`config.mk`:
```
export PLATFORM = sky130hd
export DESIGN_NAME = ex_mem_wb_pipe
export DESIGN_NICKNAME = d
export VERILOG_FILES = /design/src/rtl/mips_pkg.sv /design/src/rtl/pipe_reg_en.sv /design/src/rtl/ex_mem_wb_pipe.sv
export SDC_FILE = /design/constraint.sdc
export NUM_CORES = 1
export LEC_CHECK = 0
export BUFFER_PORTS_ARGS = -buffer_cell sky130_fd_sc_hd__buf_2
export CORE_ASPECT_RATIO = 1.1
export CORE_MARGIN = 8
export CORE_UTILIZATION = 50
export DETAILED_ROUTE_END_ITERATION = 12
export PLACE_DENSITY = 0.81
export SLEW_MARGIN = 20
export SYNTH_ARGS = -nofsm -noshare
export SYNTH_HDL_FRONTEND = slang
export SYNTH_SLANG_ARGS = --single-unit
```
`constraint.sdc`:
```
create_clock -name CLK -period 2.65 [get_ports CLK]
set_input_delay 0.53 -clock CLK [delete_from_list [all_inputs] [get_ports CLK]]
set_output_delay 0.53 -clock CLK [all_outputs]
set_load 0.02 [all_outputs]
```
`src/rtl/mips_pkg.sv`:
```
// Shared definitions for the back half of the MIPS pipeline.
//  - DATA_W / REG_AW / CNT_W : default datapath, register-address and counter widths
//  - ctrl_m_t : control bits carried from EX into MEM
//  - ctrl_w_t : control bits carried from MEM into WB
//  - to_ctrl_w : extracts the WB-relevant subset of a MEM control word
package mips_pkg;

   localparam int DATA_W = 32;
   localparam int REG_AW = 5;
   localparam int CNT_W  = 32;

   typedef struct packed {
      logic reg_write;
      logic mem_to_reg;
      logic mem_write;
      logic branch;
   } ctrl_m_t;

   typedef struct packed {
      logic reg_write;
      logic mem_to_reg;
   } ctrl_w_t;

   localparam int CTRL_M_W = $bits(ctrl_m_t);
   localparam int CTRL_W_W = $bits(ctrl_w_t);

   function automatic ctrl_w_t to_ctrl_w(input ctrl_m_t c);
      ctrl_w_t r;
      r.reg_write  = c.reg_write;
      r.mem_to_reg = c.mem_to_reg;
      return r;
   endfunction

endpackage

```
`src/rtl/pipe_reg_en.sv`:
```
// Generic pipeline register with a valid bit.
//  clk_i    : clock (posedge)
//  rst_ni   : asynchronous active-low reset, clears payload and valid
//  hold_i   : keep current payload and valid
//  vclr_i   : force valid to 0 (payload loads); wins over hold_i
//  valid_i  : incoming valid bit
//  d_i      : incoming payload
//  valid_o  : registered valid bit
//  q_o      : registered payload
module pipe_reg_en #(
   parameter int W = 8
) (
   input  logic         clk_i,
   input  logic         rst_ni,
   input  logic         hold_i,
   input  logic         vclr_i,
   input  logic         valid_i,
   input  logic [W-1:0] d_i,
   output logic         valid_o,
   output logic [W-1:0] q_o
);

   logic [W-1:0] q_d, q_q;
   logic         valid_d, valid_q;

   // Next-state selection: clear-valid, then hold, then load.
   always_comb begin
      q_d     = q_q;
      valid_d = valid_q;
      if (vclr_i) begin
         q_d     = d_i;
         valid_d = 1'b0;
      end else if (hold_i) begin
         q_d     = q_q;
         valid_d = valid_q;
      end else begin
         q_d     = d_i;
         valid_d = valid_i;
      end
   end

   // State register with asynchronous clear.
   always_ff @(posedge clk_i or negedge rst_ni) begin
      if (!rst_ni) begin
         q_q     <= '0;
         valid_q <= 1'b0;
      end else begin
         q_q     <= q_d;
         valid_q <= valid_d;
      end
   end

   assign q_o     = q_q;
   assign valid_o = valid_q;

endmodule

```
`src/rtl/ex_mem_wb_pipe.sv`:
```
// EX/MEM and MEM/WB pipeline registers of a 5-stage MIPS pipeline.
//  Inputs : E-stage control (RegWriteE, MemToRegE, MemWriteE, BranchE, ValidE),
//           E-stage data (ZeroE, ALUOutE, WriteDataE, WriteRegE, PCBranchE),
//           FlushE (squash leaving EX), MemStall (hold MEM), ReadDataM (load data).
//  Outputs: M-stage memory/forwarding/branch signals (ALUOutM, WriteDataM, MemWriteM,
//           WriteRegM, RegWriteM, PCSrcM, PCBranchM, StallUp), W-stage write-back
//           (ResultW, WriteRegW, RegWriteW) and the retired-instruction count RetireCnt.
//  All control-type outputs are gated by the stage valid bit so bubbles are inert.
module ex_mem_wb_pipe #(
   parameter int DATA_W = 32,
   parameter int REG_AW = 5,
   parameter int CNT_W  = 32
) (
   input  logic              CLK,
   input  logic              RST_N,
   input  logic              RegWriteE,
   input  logic              MemToRegE,
   input  logic              MemWriteE,
   input  logic              BranchE,
   input  logic              ValidE,
   input  logic              ZeroE,
   input  logic [DATA_W-1:0] ALUOutE,
   input  logic [DATA_W-1:0] WriteDataE,
   input  logic [REG_AW-1:0] WriteRegE,
   input  logic [DATA_W-1:0] PCBranchE,
   input  logic              FlushE,
   input  logic              MemStall,
   input  logic [DATA_W-1:0] ReadDataM,
   output logic [DATA_W-1:0] ALUOutM,
   output logic [DATA_W-1:0] WriteDataM,
   output logic              MemWriteM,
   output logic [REG_AW-1:0] WriteRegM,
   output logic              RegWriteM,
   output logic              PCSrcM,
   output logic [DATA_W-1:0] PCBranchM,
   output logic              StallUp,
   output logic [DATA_W-1:0] ResultW,
   output logic [REG_AW-1:0] WriteRegW,
   output logic              RegWriteW,
   output logic [CNT_W-1:0]  RetireCnt
);

   import mips_pkg::*;

   localparam int EXM_W = CTRL_M_W + 1 + 3 * DATA_W + REG_AW;
   localparam int MWB_W = CTRL_W_W + 2 * DATA_W + REG_AW;

   // ---------------- EX/MEM ----------------
   ctrl_m_t           ctrl_e_s, ctrl_m_s;
   logic              zero_m_s, valid_m_s;
   logic [DATA_W-1:0] alu_m_s, wdata_m_s, pcb_m_s;
   logic [REG_AW-1:0] wreg_m_s;
   logic [EXM_W-1:0]  exm_d_s, exm_q_s;

   assign ctrl_e_s.reg_write  = RegWriteE;
   assign ctrl_e_s.mem_to_reg = MemToRegE;
   assign ctrl_e_s.mem_write  = MemWriteE;
   assign ctrl_e_s.branch     = BranchE;

   assign exm_d_s = {ctrl_e_s, ZeroE, ALUOutE, WriteDataE, PCBranchE, WriteRegE};
   assign {ctrl_m_s, zero_m_s, alu_m_s, wdata_m_s, pcb_m_s, wreg_m_s} = exm_q_s;

   // A stall outranks a flush: the hazard unit re-asserts FlushE until the stall clears.
   pipe_reg_en #(.W(EXM_W)) u_ex_mem (
      .clk_i   (CLK),
      .rst_ni  (RST_N),
      .hold_i  (MemStall),
      .vclr_i  (FlushE & ~MemStall),
      .valid_i (ValidE),
      .d_i     (exm_d_s),
      .valid_o (valid_m_s),
      .q_o     (exm_q_s)
   );

   // ---------------- MEM/WB ----------------
   ctrl_w_t           ctrl_w_s;
   logic              valid_w_s;
   logic [DATA_W-1:0] alu_w_s, rdata_w_s;
   logic [REG_AW-1:0] wreg_w_s;
   logic [MWB_W-1:0]  mwb_d_s, mwb_q_s;

   assign mwb_d_s = {to_ctrl_w(ctrl_m_s), alu_m_s, ReadDataM, wreg_m_s};
   assign {ctrl_w_s, alu_w_s, rdata_w_s, wreg_w_s} = mwb_q_s;

   // While MEM is stalled the load data is not valid, so a bubble enters WB.
   pipe_reg_en #(.W(MWB_W)) u_mem_wb (
      .clk_i   (CLK),
      .rst_ni  (RST_N),
      .hold_i  (1'b0),
      .vclr_i  (MemStall),
      .valid_i (valid_m_s),
      .d_i     (mwb_d_s),
      .valid_o (valid_w_s),
      .q_o     (mwb_q_s)
   );

   // ---------------- retire counter ----------------
   logic [CNT_W-1:0] cnt_d, cnt_q;

   // Count each valid instruction as it leaves WB; wraps naturally.
   always_comb begin
      cnt_d = cnt_q;
      if (valid_w_s) begin
         cnt_d = cnt_q + {{(CNT_W-1){1'b0}}, 1'b1};
      end else begin
         cnt_d = cnt_q;
      end
   end

   // Retire counter register.
   always_ff @(posedge CLK or negedge RST_N) begin
      if (!RST_N) begin
         cnt_q <= '0;
      end else begin
         cnt_q <= cnt_d;
      end
   end

   // ---------------- outputs ----------------
   assign ALUOutM    = alu_m_s;
   assign WriteDataM = wdata_m_s;
   assign WriteRegM  = wreg_m_s;
   assign PCBranchM  = pcb_m_s;
   assign MemWriteM  = ctrl_m_s.mem_write & valid_m_s;
   assign RegWriteM  = ctrl_m_s.reg_write & valid_m_s;
   assign PCSrcM     = ctrl_m_s.branch & zero_m_s & valid_m_s;
   assign StallUp    = MemStall;
   assign ResultW    = ctrl_w_s.mem_to_reg ? rdata_w_s : alu_w_s;
   assign WriteRegW  = wreg_w_s;
   assign RegWriteW  = ctrl_w_s.reg_write & valid_w_s;
   assign RetireCnt  = cnt_q;

endmodule

```
==> out/qor.yml <==
cts_setup_buffers: 0
first_pass_iters: 4
vias_per_cell: 4.926
yosysTopAreaCellShare_pct: 62.65
num_rows: 50
finalHoldViolCount: 0
dp_hpwl_um: 14690
worst_setup_path_end_kind: "primary output"
tritoncts: "yes"
synth_top_area_cell: "dfrtp_1"
fin_skew_ns: 0.007201
synth_cell_types: 26
wl_per_cell_um: 19.23
clk_path_buf_depth: 3
cts_made_buffers: 22
h-tree-depth: 1
crit_arrival_ns: 1.86
grt_pass1_wl_um: 30710
syn_nets: 723
fin_crit_sh_pct: 90.08
cp-startpoint: "u_mem_wb.q_o[69]$_DFF_PN0_"
start_kind: "flop"
gr-total-overflow: 0
rsz0062_at_grt: "false"
n_antenna_cell: 0
syn_inst: 579
yosys_warnings: 0
final_antenna_net_count: 0
syn-mean-instance-area_um2: 14.56
initial_core_util_pct: 50.27
r2r_cells: 5
setup_viol: 0
fin_cells: 1023
synth_area_um2: 8428
gr-usage-all-layers_pct: 18.06
drtIter0Drc: 114
final.min_clock_period_ns: 2.387
critPathKind: "reg -> out"
io_pins: 318
gp_congestion: 0.7780
r2r_end: "RetireCnt[26]$_DFFE_PN0P_"
syn_to_final_growth_pct: 21.76
worst_slew_pin_slew_ns: 0.5041
required_ns: 2.12
drive_above_1_share_pct: 62.21
status: "finished clean"
holdBufCountCts: 0
fp.dieW_um: 139.8
vias: 5039
slew_violations: 0
maxCapViolCount: 0
seq_area_frac_synth_pct: 62.65
post_cts_resized: 0
dpl.cell_count: 984
path_clk_slew_ns: 0.06
setup_tns_ns: 0
fp.dieH_um: 152.2
clock_latency_ns: 0.49
min_path_type: "in -> async"
max_freq_mhz: 418.9
synth_area_leaders: "dfrtp_1 63%, mux2_2 19%, buf_4 9.5%"
relSlewSlack_pct: 66.08
cts_root_buf: "clkbuf_16"
fill_cells: 1309
r2r_start: "RetireCnt[0]$_DFFE_PN0P_"
core_um2: 16770
drc: 0
grt_pass1_vias: 5599
port_buffers: 317
power_density_nw_per_um2: 781.2
antenna_found_initial: 1
nNetsFinal: 944
clock-sinks: 211
rrSetupSlack_ns: 0.79
design.die.area_um2: 21270
synth_seq_cells: 211
grt_max_degree: 91
cellLeakagePower_nw: 5.095
wl_um: 19670
peakVddDrop_uv: 503.6
crit_fanout: 13
logic make-up (layout without fill, tap and decap cells):
kind of cell             after synthesis  count (layout)  share of synthesized area [%]
buffers and inverters                132             368                          10.79
AND/OR/NAND/NOR                       64              64                          4.513
multiplexers                         139             139                          18.57
AO/OA/AOI/OAI                          1               1                         0.1039
flip-flops                           211             211                          62.65
XOR/XNOR                              31              31                          3.221
adder cells (fa/ha/maj)                1               1                         0.1484
cell usage after synthesis:
library cell and number:
and2_1 4, nand2b_1 1, and4_1 5, or4_4 1, and4_2 1, buf_2 4, xnor2_1 11, buf_4 107
nor3_1 4, nor2b_1 1, nor4_1 6, nand2_1 9, nor3_2 5, ha_1 1, nand3_1 10, nand4_1 7
clkbuf_1 12, dfrtp_1 211, buf_1 3, nor2_1 8, inv_1 5, buf_6 1, mux2_2 139, a22o_1 1
xor2_1 20, and3_1 2
routing by layer:
| layer | GRT usage (%) | share of wire [%] |
|---|---|---|
| met5 | 0 | 0.066 |
| met4 | 4.762 | 1.9 |
| met3 | 8.242 | 11 |
| met1 | 19.43 | 37 |
| met2 | 31.49 | 50 |
through the flow:
step	setup slack [ns]	total power [mW]	utilization, %	area, um2	hold slack, ns
2_1_floorplan	0.8690	4.591	-	8428	0.2344
3_3_place_gp	0.7736	4.894	56.66	9499	0.3567
3_5_place_dp	0.7492	4.932	56.66	9499	0.3671
4_1_cts	0.2205	8.128	61.21	10260	0.006847
5_1_grt	0.1759	8.351	61.21	10260	0.03055
6_report	0.2629	8.017	61.21	10260	0.01318
worst max-delay path, stage by stage, from the launching register on:
cell and delay, ns:
dfrtp_2 0.56, buf_4 0.28, mux2_2 0.36, buf_2 0.16
power breakdown:
| group | internal [mW] | switching (mW) |
|---|---|---|
| clock | 1.95 | 1.21 |
| combinational | 0.496 | 0.684 |
| sequential | 3.50 | 0.175 |
flip-flops by register name (all words and copies together), names as in the netlist:
name / cells
RetireCnt: 32
u_mem_wb.q_o: 71
u_ex_mem.valid_o: 1
u_mem_wb.valid_o: 1
u_ex_mem.q_o: 106
area by class of cell:
cell class / instances / area [um2] / area share (%)
clock inverter: 7 / 93.84 / 0.9144
timing repair buffer: 324 / 1700 / 16.57
multi-input combinational: 236 / 2238 / 21.81
clock buffer: 32 / 669.4 / 6.523
inverter: 5 / 18.77 / 0.1829
tap: 208 / 260.3 / 2.536
sequential: 211 / 5281 / 51.46
placed cells by master, fill, tap and decap left out, drive strengths merged:
master	Yosys	routed
xnor2	11	11
nor4	6	6
mux2	139	139
nand2	9	9
clkbuf	12	33
nand4	7	7
and4	6	6
clkinvlp	0	2
or4	1	1
clkinv	0	3
and3	2	2
and2	4	4
ha	1	1
nor2b	1	1
nor2	8	8
nand2b	1	1
nand3	10	10
inv	5	5
dfrtp	211	211
nor3	9	9
a22o	1	1
bufinv	0	2
buf	115	323
xor2	20	20
how the worst max path moves through the flow:
stage / to / slack [ns] / cells after the start
after global routing: ResultW[3] / 0.18 / 3
after global placement: ResultW[1] / 0.77 / 3
after floorplan: ResultW[10] / 0.87 / 3
after detailed placement: ResultW[22] / 0.75 / 3
final: ResultW[20] / 0.26 / 3
after CTS: ResultW[22] / 0.22 / 3
Power figures use the tool's default switching activity.
